<file path="src/rtl/add_pkg.sv">
// Shared types and helpers for the digit-serial adder.
package add_pkg;

  typedef enum logic [1:0] {
    IDLE = 2'd0,
    RUN  = 2'd1,
    DONE = 2'd2
  } state_t;

  function automatic int clog2(input int v);
    int r;
    r = 0;
    while ((1 << r) < v) r++;
    return r;
  endfunction

endpackage

</file>
<file path="src/rtl/add_digit.sv">
// Combinational ripple of DIGIT full adders; also reports the carry into the top bit.
module add_digit #(
  parameter int DIGIT = 4
) (
  input  logic [DIGIT-1:0] a,
  input  logic [DIGIT-1:0] b,
  input  logic             ci,
  output logic [DIGIT-1:0] sum,
  output logic             co,
  output logic             c_msb
);

  logic [DIGIT:0] c;

  always_comb begin
    c    = '0;
    sum  = '0;
    c[0] = ci;
    for (int i = 0; i < DIGIT; i++) begin
      sum[i]   = a[i] ^ b[i] ^ c[i];
      c[i+1]   = (a[i] & b[i]) | (c[i] & (a[i] ^ b[i]));
    end
  end

  assign co    = c[DIGIT];
  assign c_msb = c[DIGIT-1];

endmodule

</file>
<file path="src/rtl/add_digit_serial.sv">
// Digit-serial add/subtract: one DIGIT-bit slice per clock through a registered carry.
// Handshake: a transfer happens on a rising edge where valid and ready are both high;
// in_ready is high only in IDLE, out_valid only in DONE, and s/cy_out/ovf hold while out_valid.
module add_digit_serial
  import add_pkg::*;
#(
  parameter int WIDTH = 16,
  parameter int DIGIT = 4
) (
  input  logic             clk,
  input  logic             rst_n,
  input  logic             in_valid,
  output logic             in_ready,
  input  logic [WIDTH-1:0] x,
  input  logic [WIDTH-1:0] y,
  input  logic             cy_in,
  input  logic             sub,
  output logic             out_valid,
  input  logic             out_ready,
  output logic [WIDTH-1:0] s,
  output logic             cy_out,
  output logic             ovf,
  output state_t           dbg_state
);

  localparam int NDIG = WIDTH / DIGIT;
  localparam int CW   = (clog2(NDIG) < 1) ? 1 : clog2(NDIG);
  localparam logic [CW-1:0] LAST = CW'(NDIG - 1);

  state_t           state;
  logic [CW-1:0]    cnt;
  logic             carry;
  logic [WIDTH-1:0] x_q;
  logic [WIDTH-1:0] y_q;

  logic [DIGIT-1:0] dig_a;
  logic [DIGIT-1:0] dig_b;
  logic [DIGIT-1:0] dig_sum;
  logic             dig_co;
  logic             dig_c_msb;
  int               base;

  // y is stored already inverted for subtract, so the datapath only ever adds.
  always_comb begin
    base  = int'(cnt) * DIGIT;
    dig_a = x_q[base +: DIGIT];
    dig_b = y_q[base +: DIGIT];
  end

  add_digit #(.DIGIT(DIGIT)) u_add_digit (
    .a     (dig_a),
    .b     (dig_b),
    .ci    (carry),
    .sum   (dig_sum),
    .co    (dig_co),
    .c_msb (dig_c_msb)
  );

  always_ff @(posedge clk or negedge rst_n) begin
    if (!rst_n) begin
      state     <= IDLE;
      in_ready  <= 1'b1;
      out_valid <= 1'b0;
      s         <= '0;
      cy_out    <= 1'b0;
      ovf       <= 1'b0;
      cnt       <= '0;
      carry     <= 1'b0;
      x_q       <= '0;
      y_q       <= '0;
    end else begin
      case (state)
        IDLE: begin
          if (in_valid) begin
            x_q      <= x;
            y_q      <= y ^ {WIDTH{sub}};
            carry    <= cy_in;
            cnt      <= '0;
            in_ready <= 1'b0;
            state    <= RUN;
          end
        end
        RUN: begin
          s[base +: DIGIT] <= dig_sum;
          carry            <= dig_co;
          cnt              <= cnt + 1'b1;
          if (cnt == LAST) begin
            cy_out    <= dig_co;
            ovf       <= dig_c_msb ^ dig_co;
            out_valid <= 1'b1;
            state     <= DONE;
          end
        end
        DONE: begin
          if (out_ready) begin
            out_valid <= 1'b0;
            in_ready  <= 1'b1;
            state     <= IDLE;
          end
        end
        default: begin
          state     <= IDLE;
          in_ready  <= 1'b1;
          out_valid <= 1'b0;
        end
      endcase
    end
  end

  assign dbg_state = state;

endmodule

</file>
<file path="config.mk">
export PLATFORM = sky130hd
export DESIGN_NAME = add_digit_serial
export DESIGN_NICKNAME = d
export VERILOG_FILES = /design/src/rtl/add_pkg.sv /design/src/rtl/add_digit.sv /design/src/rtl/add_digit_serial.sv
export SDC_FILE = /design/constraint.sdc
export NUM_CORES = 1
export LEC_CHECK = 0
export ABC_AREA = 1
export CAP_MARGIN = 20
export CELL_PAD_IN_SITES_DETAIL_PLACEMENT = 0
export CELL_PAD_IN_SITES_GLOBAL_PLACEMENT = 1
export CORE_ASPECT_RATIO = 2
export CORE_MARGIN = 3
export CORE_UTILIZATION = 35
export CTS_BUF_LIST = sky130_fd_sc_hd__clkbuf_8
export DETAILED_ROUTE_END_ITERATION = 8
export PLACE_DENSITY_LB_ADDON = 0.25
export SLEW_MARGIN = 20
export SYNTH_ARGS = -nofsm -noshare
export SYNTH_HDL_FRONTEND = slang
export SYNTH_SLANG_ARGS = --single-unit
</file>
<file path="constraint.sdc">
create_clock -name clk -period 2.7 [get_ports clk]
set_clock_uncertainty 0.05 [all_clocks]
set_input_delay 0.675 -clock clk [delete_from_list [all_inputs] [get_ports clk]]
set_output_delay 0.675 -clock clk [all_outputs]
set_load 0.01 [all_outputs]
</file>
Word-level counts from Yosys, hierarchy flattened:

Cells that the tools add are included.

* flip-flop bits (word level): 57
* word-level logic and storage cells: 69

* mux-type cells: 15
* reduce and logical (&&, ||, !) cells: 8
* equality and inequality tests: 6
* bitwise logic cells: 24
* add/subtract/negate cells: 2
* shift-type cells: 4

Operators by type and width (count)
* $neg A4 Y33: 1
* $shift A4 B33 Y16 const A: 1
* $shiftx A4 B33 Y16: 1
* $shiftx A16 B5 Y4: 2
* $bwmux W16: 1
* $xor A16 B16 Y16: 1
* $reduce_and A3 Y1: 3
* $xor A1 B1 Y1: 9
* $and A1 B1 Y1: 8
* $mux W2: 4
* $ne A2 B2 Y1 const B: 3
* $pmux W1 S3: 2
* $pmux W2 S3: 1
* $reduce_and A2 Y1: 3
* $mux W1: 5
* $eq A2 B2 Y1 const B: 2
* $or A1 B1 Y1: 4
* $pmux W2 S2: 1
* $add A2 B1 Y2 const B: 1
* $eq A2 B1 Y1 const B: 1
* $logic_not A2 Y1: 1
* $not A1 Y1: 2
* $pmux W1 S2: 1
* $reduce_bool A2 Y1: 1

Depth between registers and ports, before layout:

* word-level depth: 11
* mapped depth: 16
* mapped depth without buffers: 15

Hierarchy:

From an unflattened synthesis, not the netlist that was laid out.

* cells, all modules: 354
* area, all modules: 2935.3 µm²

By module, submodules not included
* add_digit_serial: cells each 342, area an instance 2825.2 µm², instances 1, seq. area each 1427.6 µm²
* add_digit: cells each 12, area an instance 110.1 µm², instances 1, seq. area each 0.0 µm²

Worst setup path after synthesis:

No wires, ideal clock.

* path type: flip-flop to flip-flop
* start point: reg cnt[0]
* end point: reg s[15]
* clock period less this slack: 2968 ps
* path slack: -268 ps
* buffers on the path: 1
* arrival: 2802 ps
* stages on the path, launching flop included: 17
* cell sequence: dfrtp_1 inv_1 clkbuf_1 nand2_1 nand3_1 nand2_1 fa_1 inv_1 fa_1 inv_1 fa_1 inv_1 fa_1 nand3_1 inv_1 nand2_1 nand2_1

* longest elaborated chain between the ends: 11
* elaborated cells on any way between the ends: 23
* classes of those cells: add/sub (1); shift (4); mux (1); bitwise (17)

RTL lines
* start, declared: RTL line add_digit_serial.sv:31 `logic [CW-1:0] cnt;`
* start signal, assigned: RTL line add_digit_serial.sv:86 `cnt <= cnt + 1'b1;`
* $shiftx A16 B5 Y4 (on tied branches): RTL line add_digit_serial.sv:46, add_digit_serial.sv:47
* $xor A1 B1 Y1: RTL line add_digit.sv:20, add_digit.sv:21
* $and A1 B1 Y1: RTL line add_digit.sv:21 `c[i+1] = (a[i] & b[i]) | (c[i] & (a[i] ^ b[i]));`
* $or A1 B1 Y1: RTL line add_digit.sv:21
* $and A1 B1 Y1: RTL line add_digit.sv:21
* $or A1 B1 Y1: RTL line add_digit.sv:21
* $and A1 B1 Y1: RTL line add_digit.sv:21
* $or A1 B1 Y1: RTL line add_digit.sv:21
* $xor A1 B1 Y1: RTL line add_digit.sv:20 `sum[i] = a[i] ^ b[i] ^ c[i];`
* $shiftx A4 B33 Y16: RTL line add_digit_serial.sv:84 `s[base +: DIGIT] <= dig_sum;`
* $bwmux W16 (*): RTL line add_digit_serial.sv:84
* end signal, assigned by index: RTL line add_digit_serial.sv:84
* end, declared: RTL line add_digit_serial.sv:20 `output logic [WIDTH-1:0] s,`

Mark *: on every way between the ends. The rest lies on a longest branch, timed or not.
A chain may end at the register's enable or synchronous reset.

Worst setup path after layout:

Same ends and word-level chain as after synthesis.

==> run_results.csv <==
group,metric,value,unit
power,p_leak,1.977,nW
final_layout,area_growth,34.50,%
final_layout,multi_input_area,0.001343,mm^2
worst_setup_path,cp.arrival,2900,ps
route,wirelength,6916,um
synth,yosysSeqAreaShare,0.4933,
final_layout,fin_cells,539,
timing,rsz0062_at_grt,"true",
timing,holdWs,308.5,ps
die,dieWidth,70.30,um
place,port_buffers,59,
power,power.density,1217,mW/mm^2
die,rows,46,
global_routing,grt.overflow.total,0,
power,finalPower,4.736,mW
die,core_area,0.008000,mm^2
worst_setup_path,crit_path_start_kind,"flop",
final_layout,register_area,0.001430,mm^2
cts,cts_tree,"yes",
timing,finalHoldViolations,0,
worst_setup_path,end_kind,"flop",
timing,setup_tns,-33.75,ps
final_layout,num_antenna_cells,0,
die,dieArea,0.009462,mm^2
min_path,hp-class,"input pin to async pin",
cts,clockBufferDepth,2,
synth,syn_avg_cell_area,7.973,um^2
route,drt_iter0_drc,81,
timing,setup_slack,-18.16,ps
route,wl_per_cell,12.83,um
place,dpl.cell_count,521,
place,dpl_cell_area,0.003664,mm^2
route,ant_nets,0,
power,peakVddDrop,0.4905,mV
route,vias_per_cell,4.597,
outcome,outcome,"finished with violations",
place,gp_congestion,0.8556,
worst_setup_path,crit_type,"flop to flop",
cts,cts_buffers,9,
cts,worstSkewPairLatency,340,ps
final_layout,finish.instance_area,0.003892,mm^2
cts,root_buffer,"clkbuf_8",
cts,path_clk_slew,60,ps
synth,synth.top_cell.area_share,0.4842,
timing,drv_slew,0,
global_routing,grt_start_max_net_pins,35,
final_layout,fin_nets,486,
timing,fmax,0.3679,GHz
global_routing,grt_pass1_vias,2529,
synth,syn_inst,363,
outcome,violations,"negative setup slack",
timing,worstMarginPinSlew,675.7,ps
timing,period_needed,2718,ps
route,num_vias,2478,
global_routing,antenna_found_initial,0,
timing,setup_viol,2,
cts,holdBufCountCts,0,
job,drv_cap,0,
synth,synth.distinct_cells,22,
final_layout,fillers,820,
global_routing,grt_use_total,0.1609,
place,place_ws,-54.12,ps
final_layout,drive_above_1_share,0.1287,
die,initial_core_util,0.3617,
synth,synth_area_leaders,"dfrtp_1 (48%), nand2_1 (22%), xor2_1 (4.8%)",
synth,ys_warn_count,0,
cts,cts.sinks,57,
synth,synth-seq-cells,57,
timing,max_slew_margin,0.5495,
timing,final.period_utilization,1.007,
worst_setup_path,required,2880,ps
cts,htreeDepth,3,
route,drt-pass1-iter-count,5,
worst_setup_path,path_max_fanout,7,
final_layout,utilization,0.4866,
die,io_pins,60,
place,hpwl,5387,um
die,die_h,134.6,um
global_routing,grt_pass1_wl,11650,um
synth,synthesis.area,0.002894,mm^2
synth,yosysTopAreaCell,"dfrtp_1",
route,drc_errors,0,
synth,synthesis.nets,411,
==> cell usage after synthesis, drive strengths merged <==
master,instances
nor2,23
inv,22
fa,4
o21ai,16
buf,10
dfstp,1
nand4,1
xor2,16
o31ai,1
o211ai,4
ha,6
xnor2,1
clkbuf,4
dfrtp,56
nand2,174
nand3,24
==> worst max-delay path, stage by stage (launching register included) <==
cell and delay (ps):
dfrtp_2 450, inv_4 90, nand2_1 70, nand3_2 90
nand2_2 60, fa_2 350, inv_2 70, fa_2 200
inv_2 40, fa_2 360, inv_2 70, fa_2 450
nand3_2 100, inv_1 40, nand2_1 50, nand2_1 50
==> placed cells by master, fill, tap and decap left out, drive strengths merged <==
master         count
dfstp              1
o21ai             16
clkdlybuf4s50     58
nand3             24
o211ai             4
buf               20
ha                 6
o31ai              1
nand2            174
nor2              23
nand4              1
clkbuf            11
fa                 4
xor2              16
xnor2              1
dfrtp             56
inv               27
==> cell families after synthesis <==
logic type                 after synthesis  synth area share
DFF                                     57            0.4933
AOI/OAI and AO/OA                       21           0.04064
and+or+nand+nor                        222            0.3044
buffers and inverters                   36           0.05664
xor gates and xnor gates                17           0.05145
adders and majority gates               10           0.05361
==> per-layer routing <==
layer,share of wire,global-route usage,routed length [um]
met5,0,0,0
met1,0.36,0.1591,2496
met3,0.034,0.04098,233
met2,0.58,0.3017,4001
met4,0.027,0.07996,185
==> power breakdown <==
part | switching, mW | internal, mW | leakage [nW]
sequential | 0.246 | 1.23 | 0.724
clock | 0.313 | 0.366 | 0.106
combinational | 1.46 | 1.13 | 1.15
total | 2.02 | 2.72 | 1.98
==> state kept, by name, summed over array words and instances (netlist names) <==
name / cells
cnt: 2
ovf: 1
out_valid: 1
x_q: 16
cy_out: 1
in_ready: 1
y_q: 16
s: 16
carry: 1
dbg_state: 2
==> cell type report <==
type | count | share of cell area
clock inverter | 5 | 0.004822
multi-input combinational | 270 | 0.3449
inverter | 22 | 0.02186
clock buffer | 11 | 0.03889
sequential | 57 | 0.3674
tap | 96 | 0.03086
timing repair buffer | 78 | 0.1913
==> worst paths after layout <==
| path | from | cells after the start | endpoint | slack, ps |
|---|---|---|---|---|
| setup reg to reg | cnt[0] | 15 | s[15] | -20 |
| hold reg to reg | in_ready | 2 | in_ready | 420 |
| max in group asynchronous | rst_n | 2 | in_ready | 1630 |
| hold / removal | rst_n | 1 | s[14] | 310 |
| min in group clk | in_ready | 2 | in_ready | 420 |
| setup / recovery | cnt[0] | 15 | s[15] | -20 |
==> repair_timing <==
action,CTS,global route
gates resized for setup,7,12
pin swaps,1,14
setup buffers,0,3
cloned,0,0
setup endpoints to repair,4,4
Note: power is estimated with default switching activity, not from simulation.
